File: src/rtl/cp0_reg.sv
// ---------------------------------------------------------------------------
// cp0_reg -- MIPS-style Coprocessor-0 register file.
//
// Holds Count, Compare, Status, Cause and EPC. PRId and Config are constants.
// It takes the CP0 write port from write-back, serves MFC0 reads
// combinationally, applies exception and ERET updates from MEM, and raises
// the timer interrupt.
//
// Optional feature macro: CP0_TIMER_EN
//   defined   -> Count/Compare flops and timer_int_o are present.
//   undefined -> Count/Compare read 0 and their writes are ignored.
//                timer_int_o is tied to 0.
//
// Ports
//   clk, rst             clock; asynchronous active-high reset
//   we_i/waddr_i/data_i  CP0 write port (committed on the rising edge)
//   raddr_i / data_o     MFC0 read port (combinational, no write bypass)
//   int_i[5:0]           hardware interrupt lines, sampled into Cause[15:10]
//   excepttype_i         exception code from MEM (0 = none, 0xe = eret)
//   current_inst_addr_i  PC of the excepting instruction
//   is_in_delayslot_i    excepting instruction sits in a branch delay slot
//   *_o mirrors          current register values
//   timer_int_o          sticky timer interrupt request
// ---------------------------------------------------------------------------
module cp0_reg #(
  parameter logic [31:0] PRID_VALUE   = 32'h00480102,
  parameter logic [31:0] CONFIG_VALUE = 32'h00008000,
  parameter logic [31:0] STATUS_RESET = 32'h10000000
) (
  input  logic        clk,
  input  logic        rst,
  input  logic        we_i,
  input  logic [4:0]  waddr_i,
  input  logic [31:0] data_i,
  input  logic [4:0]  raddr_i,
  input  logic [5:0]  int_i,
  input  logic [31:0] excepttype_i,
  input  logic [31:0] current_inst_addr_i,
  input  logic        is_in_delayslot_i,
  output logic [31:0] data_o,
  output logic [31:0] count_o,
  output logic [31:0] compare_o,
  output logic [31:0] status_o,
  output logic [31:0] cause_o,
  output logic [31:0] epc_o,
  output logic [31:0] config_o,
  output logic [31:0] prid_o,
  output logic        timer_int_o
);

  localparam logic [4:0] REG_COUNT   = 5'd9;
  localparam logic [4:0] REG_COMPARE = 5'd11;
  localparam logic [4:0] REG_STATUS  = 5'd12;
  localparam logic [4:0] REG_CAUSE   = 5'd13;
  localparam logic [4:0] REG_EPC     = 5'd14;
  localparam logic [4:0] REG_PRID    = 5'd15;
  localparam logic [4:0] REG_CONFIG  = 5'd16;

  logic [31:0] count_reg;
  logic [31:0] compare_reg;
  logic [31:0] status_reg;
  logic [31:0] cause_reg;
  logic [31:0] epc_reg;
  logic        timer_int_reg;

  // Exception decode: which codes trap, and what ExcCode they record.
  logic       exc_valid;
  logic [4:0] exc_code;
  logic       eret;

  always_comb begin
    exc_valid = 1'b0;
    exc_code  = 5'd0;
    case (excepttype_i)
      32'h0000_0001: begin exc_valid = 1'b1; exc_code = 5'd0;  end
      32'h0000_0008: begin exc_valid = 1'b1; exc_code = 5'd8;  end
      32'h0000_000a: begin exc_valid = 1'b1; exc_code = 5'd10; end
      32'h0000_000d: begin exc_valid = 1'b1; exc_code = 5'd13; end
      32'h0000_000c: begin exc_valid = 1'b1; exc_code = 5'd12; end
      default:       begin exc_valid = 1'b0; exc_code = 5'd0;  end
    endcase
  end

  assign eret = (excepttype_i == 32'h0000_000e);

  // Status / Cause / EPC. Later non-blocking assignments in this block win.
  // So exception updates override a same-cycle software write on shared
  // fields.
  always_ff @(posedge clk or posedge rst) begin
    if (rst) begin
      status_reg <= STATUS_RESET;
      cause_reg  <= 32'd0;
      epc_reg    <= 32'd0;
    end else begin
      if (we_i) begin
        case (waddr_i)
          REG_STATUS: status_reg <= data_i;
          REG_CAUSE: begin
            // Only IP[9:8] (software interrupts), WP and IV are writable.
            cause_reg[9:8]   <= data_i[9:8];
            cause_reg[23:22] <= data_i[23:22];
          end
          REG_EPC: epc_reg <= data_i;
          default: ;
        endcase
      end

      cause_reg[15:10] <= int_i;

      if (exc_valid) begin
        // A nested exception (EXL already set) keeps the original EPC and BD.
        if (!status_reg[1]) begin
          epc_reg      <= is_in_delayslot_i ? (current_inst_addr_i - 32'd4)
                                            : current_inst_addr_i;
          cause_reg[31] <= is_in_delayslot_i;
        end
        status_reg[1]  <= 1'b1;
        cause_reg[6:2] <= exc_code;
      end else if (eret) begin
        status_reg[1] <= 1'b0;
      end
    end
  end

`ifdef CP0_TIMER_EN
  always_ff @(posedge clk or posedge rst) begin
    if (rst) begin
      count_reg     <= 32'd0;
      compare_reg   <= 32'd0;
      timer_int_reg <= 1'b0;
    end else begin
      // A software write to Count replaces this cycle's increment.
      if (we_i && waddr_i == REG_COUNT) begin
        count_reg <= data_i;
      end else begin
        count_reg <= count_reg + 32'd1;
      end

      // Writing Compare is the only way to acknowledge the timer interrupt.
      // The write also wins over a match seen in the same cycle.
      if (we_i && waddr_i == REG_COMPARE) begin
        compare_reg   <= data_i;
        timer_int_reg <= 1'b0;
      end else if (compare_reg != 32'd0 && count_reg == compare_reg) begin
        timer_int_reg <= 1'b1;
      end
    end
  end
`else
  assign count_reg     = 32'd0;
  assign compare_reg   = 32'd0;
  assign timer_int_reg = 1'b0;
`endif

  // MFC0 read port: registered values only.
  // A same-cycle write is forwarded elsewhere.
  always_comb begin
    data_o = 32'd0;
    case (raddr_i)
      REG_COUNT:   data_o = count_reg;
      REG_COMPARE: data_o = compare_reg;
      REG_STATUS:  data_o = status_reg;
      REG_CAUSE:   data_o = cause_reg;
      REG_EPC:     data_o = epc_reg;
      REG_PRID:    data_o = PRID_VALUE;
      REG_CONFIG:  data_o = CONFIG_VALUE;
      default:     data_o = 32'd0;
    endcase
  end

  assign count_o     = count_reg;
  assign compare_o   = compare_reg;
  assign status_o    = status_reg;
  assign cause_o     = cause_reg;
  assign epc_o       = epc_reg;
  assign config_o    = CONFIG_VALUE;
  assign prid_o      = PRID_VALUE;
  assign timer_int_o = timer_int_reg;

endmodule

File: config.mk
export PLATFORM = sky130hd
export DESIGN_NAME = cp0_reg
export DESIGN_NICKNAME = d
export VERILOG_FILES = /design/src/rtl/cp0_reg.sv
export SDC_FILE = /design/constraint.sdc
export NUM_CORES = 1
export LEC_CHECK = 0
export ABC_AREA = 1
export CORE_AREA = 2 2 146 148
export DETAILED_ROUTE_END_ITERATION = 8
export DIE_AREA = 0 0 148 150
export PLACE_DENSITY = 0.67
export SYNTH_ARGS = -nofsm -noshare
export SYNTH_HDL_FRONTEND = slang
export SYNTH_SLANG_ARGS = --single-unit
File: constraint.sdc
create_clock -name clk -period 3 [get_ports clk]
set_input_delay 0.6 -clock clk [delete_from_list [all_inputs] [get_ports clk]]
set_output_delay 0.6 -clock clk [all_outputs]
set_load 0.01 [all_outputs]
; ---- Word-level counts from Yosys, hierarchy flattened
; Index checks and enable logic that the tools add are counted.
[classes]
n_addsub = 1
n_eq_ne = 14
n_mux = 12
bitwise = 1
n_reduce_logical = 7
[op_table]
columns = cell, count
row1 = "== test 32 x 4 -> 1 bit, second input constant", 5
row2 = 2-to-1 mux 32 bit, 5
row3 = one-hot mux 32 bit (5 select lines), 1
row4 = "== test 5 x 4 -> 1 bit, second input constant", 7
row5 = "== test 32 x 1 -> 1 bit, second input constant", 1
row6 = "subtractor 32 x 3 -> 32 bit, second input constant", 1
row7 = one-hot mux 4 bit (4 select lines), 1
row8 = AND reduction 2 bit, 4
row9 = nonzero test 3 bit, 2
row10 = "== test 5 bit, second input constant", 1
row11 = OR reduction 5 bit, 1
row12 = 2-to-1 mux 2 bit, 2
row13 = 2-to-1 mux 1 bit, 3
row14 = inverter 1 bit, 1
[word_totals]
regBits = 80
inputBits = 116
wordCells = 43

; ---- Logic depth before layout (Yosys ltp)
[depth]
ltp_word = 5
mapped_depth = 14
mapped_depth_nobuf = 14

; ---- Worst setup path after synthesis
; No wires, ideal clock.
[synth_path]
path_kind = input -> output
start = input port raddr_i[2]
end = output port data_o[19]
arrival_time_ps = 1531
setup_slack_ps = 869
stages = 9
n_path_buf = 1
cell_sequence = inv_1 > nor2_1 > nand2_1 > nor2_1 > nand2_1 > inv_2 > buf_2 > a22oi_1 > nand2_1
[synth_between]
elab_chain_cells = 2
elab_cells_between_ends = 6
[synth_rtl]
columns = element, line_no
row1 = from (decl), 35  ; input logic [4:0] raddr_i,
row2 = == test 5 bit or == test 5 x 4 -> 1 bit (tied branches), 159  ; case (raddr_i)
row3 = one-hot mux 32 bit (5 select lines) (*), 159
row4 = to (decl), 40  ; output logic [31:0] data_o,
; Every way passes the cells marked *; elsewhere a longest branch is shown, timed or not.

; ---- Final worst setup path
[layout_path]
start = input port raddr_i[2]
end = output port data_o[24]
; Same word-level chain as after synthesis.

==> metrics.yaml <==
synth:
  seq_area_frac_synth: 0.318
  synthTopCellsByCount: "264 x nand2_1, 148 x buf_4, 78 x dfrtp_1"
  synth_top_area_frac: 0.314
  synth_compound_area_frac: 0.0969
  synthDistinctLibCells: 37
  synthFlopType: "dfrtp_1"
  synth-adder-area-share: 0.00201
  synthSimpleGateAreaFrac: 0.308
  synth_cells: 903
  synth_mux_area_frac: 0.00543
  synth.avg_cell_area_um2: 6.89
  synth_xor_xnor_area_share: 0.0225
  yosysTopAreaCell: "dfrtp_1"
  synth_most_common_cell: "nand2_1"
  ys_top_cells_by_area: "dfrtp_1 31%, buf_4 18%, nand2_1 16%"
  yosys_register_bits: 79
  synth_top_family_by_area: "simple AND/OR/NAND/NOR gates"
  synth_area_um2: 6230
  async_reset_ff_frac: 1.00
  synth_warnings: 16
  synth_edf_count: 0
global_routing:
  grt_pass1_vias: 5578
  grt_max_degree: 36
  antenna_found_initial: 1
  gr-usage-met2: 0.302
  grt_pass1_wl_um: 31900
  use_met3: 0.0348
  grt_overflow: 0
  track_usage: 0.185
  busiest_layer: "met2"
  grt_use_met1: 0.254
clock_network:
  htreeDepth: 3
  cts_hold_buffers: 0
  clk_latency_ns: 0.34
  cts_sinks: 79
  numCtsBuffers: 9
  cts_max_path_buffers: 2
  clk_pin_slew_ns: 0.06
  cts_root_buf: "clkbuf_16"
  tritoncts: "done"
worst_hold_path:
  hold_path_class: "reg2reg"
  min_path_cells: 2
  min-delay-start: "status_o[28]$_DFFE_PP1P_"
power:
  powerDensity_nw_per_um2: 447
  combinationalPowerShare: 0.306
  internal_power_mw: 2.70
  swShare: 0.307
  leakage_nw: 4.43
  p_seq_frac: 0.365
  power_switching_mw: 1.20
  ir_worst_vdd_mv: 0.241
  clockPowerShare: 0.328
critical_path:
  reg2reg_depth: 5
  critical_path.top_delay_family: "buffers and inverters"
  crit_fanout: 15
  start_kind: "primary input"
  cpPeakStageDelay_ns: 0.48
  crit_chain: "clkdlybuf4s50_1 > inv_1 > nor2_1 > nand2_1 > inv_1 > nand2_1 > inv_2 > bufbuf_16 > a22o_1 > dlygate4sd2_1"
  arrival_ns: 2.28
  cp.required_ns: 2.40
  crit_slowest_cell: "clkdlybuf4s50_1"
  worstSetupEndpointType: "output port"
  crit_type: "in2out"
  r2r_start: "status_o[1]$_DFFE_PP0P_"
  crit_start: "raddr_i[2]"
  critPathBufInv: 6
  crit_cells: 10
  rrSetupSlack_ns: 1.54
timing:
  final_hold_viol_count: 0
  fin_skew_ns: 0.00453
  slew_headroom: 0.550
  maxSlewViolCount: 0
  setup_viol: 0
  worstMarginPinSlew_ns: 0.672
  fin_crit_ns: 2.88
  rsz0062_at_grt: "false"
  fmax_mhz: 347
  fin_ws_ns: 0.116
  post-route-period-util: 0.961
placed_design:
  dpl.hpwl_um: 17300
  place.port_buffers: 226
  gp_congestion: 0.846
  post-place-ws_ns: -0.106
routing:
  drtAntennaViolNets: 0
  post-route-drc-count: 0
  first_iter_violations: 232
  wirelength_um: 21200
  vias: 6070
  dr.pass1.iters: 5
  wl_per_cell_um: 15.0
  vias_per_cell: 4.30
die:
  start_util: 0.301
  die_area_um2: 22200
  dieHeight_um: 150
  rows: 53
  coreArea_um2: 20700
  ios: 373
  dieWidth_um: 148
finish:
  antenna_cells: 0
  layout.nets: 1249
  drive_gt1_frac: 0.0739
  areaGrowthSynthToFinish_pct: 40.1
  final_core_util: 0.422
run_status:
  status: "finished clean"
job:
  drv_cap: 0
power groups by stage:
stage	combinational (mW)	sequential (mW)	clock [mW]
3_5_place_dp	1.20	1.44	0
2_1_floorplan	0.592	1.46	0
3_3_place_gp	1.19	1.44	0
6_report	1.19	1.42	1.28
5_1_grt	1.32	1.45	1.34
4_1_cts	1.20	1.42	1.29
area by class of cell:
cell class | instances | area, um2
fillers | 2121 | 12000
multi-input cells | 714 | 3270
repair buffers | 249 | 2490
flip-flops and latches | 79 | 1980
well taps | 275 | 344
inverters | 79 | 298
clock buffers | 12 | 256
clock inverters | 3 | 90.1
stage by stage:
stage	instance area, um2	setup TNS [ns]	hold slack, ns	total power [mW]	instances
after floorplan	6770	0	0.502	2.05	1047
after global placement	8350	-0.770	0.490	2.63	1392
after detailed placement	8350	-2.03	0.503	2.64	1392
after CTS	8710	0	0.513	3.92	1410
after global routing	8720	0	0.546	4.10	1411
final	8720	0	0.512	3.90	1411
timing repair:
action / CTS / global route
setup endpoints to repair: 30 / 9
cloned: 1 / 0
gates resized for setup: 32 / 6
setup buffers: 2 / 1
pin swaps: 0 / 0
tightest hold or removal path: stages (launching register included):
cell and delay [ns]:
dfstp_2 0.38, nand2_1 0.05, o21ai_0 0.07
final timing paths:
path | to
hold / removal | status_o[28]$_DFFE_PP1P_
max in group asynchronous | status_o[28]$_DFFE_PP1P_
setup / recovery | data_o[24]
hold reg to reg | status_o[28]$_DFFE_PP1P_
min in group asynchronous | cause_o[11]$_DFF_PP0_
setup reg to reg | epc_o[28]$_DFF_PP0_
per-layer routing:
layer	vias to the layer above	part of all wire
li1	3019	-
met1	2792	0.44
met2	235	0.47
met3	22	0.072
met4	2	0.014
met5	-	0.00061
registers in the layout (all words and copies together), names as in the netlist:
register / cells
cause_o: 15
status_o: 32
epc_o: 32
logic make-up (layout without fill, tap and decap cells):
group           Yosys count  count (layout)
compound gates          105             105
fa+ha+maj                 1               1
simple gates            443             443
xor+xnor                 16              16
flops                    79              79
mux                       3               3
buf+inv                 254             343
other cells               2             146
layout by cell type (no fill, tap or decap), drive strengths merged, types with 2 or more instances in the layout:
master,count
a21oi,4
a22o,13
a22oi,7
buf,22
bufinv,3
clkbuf,13
clkdlybuf4s50,194
clkinv,2
conb,146
dfrtp,78
dlygate4sd2,28
dlymetal6s2s,2
inv,77
mux2,3
nand2,273
nand3,68
nand3b,2
nand4,12
nor2,82
nor3,5
o21ai,76
o22ai,2
xnor2,3
xor2,13
No activity file was read; power rests on OpenSTA's default activity.
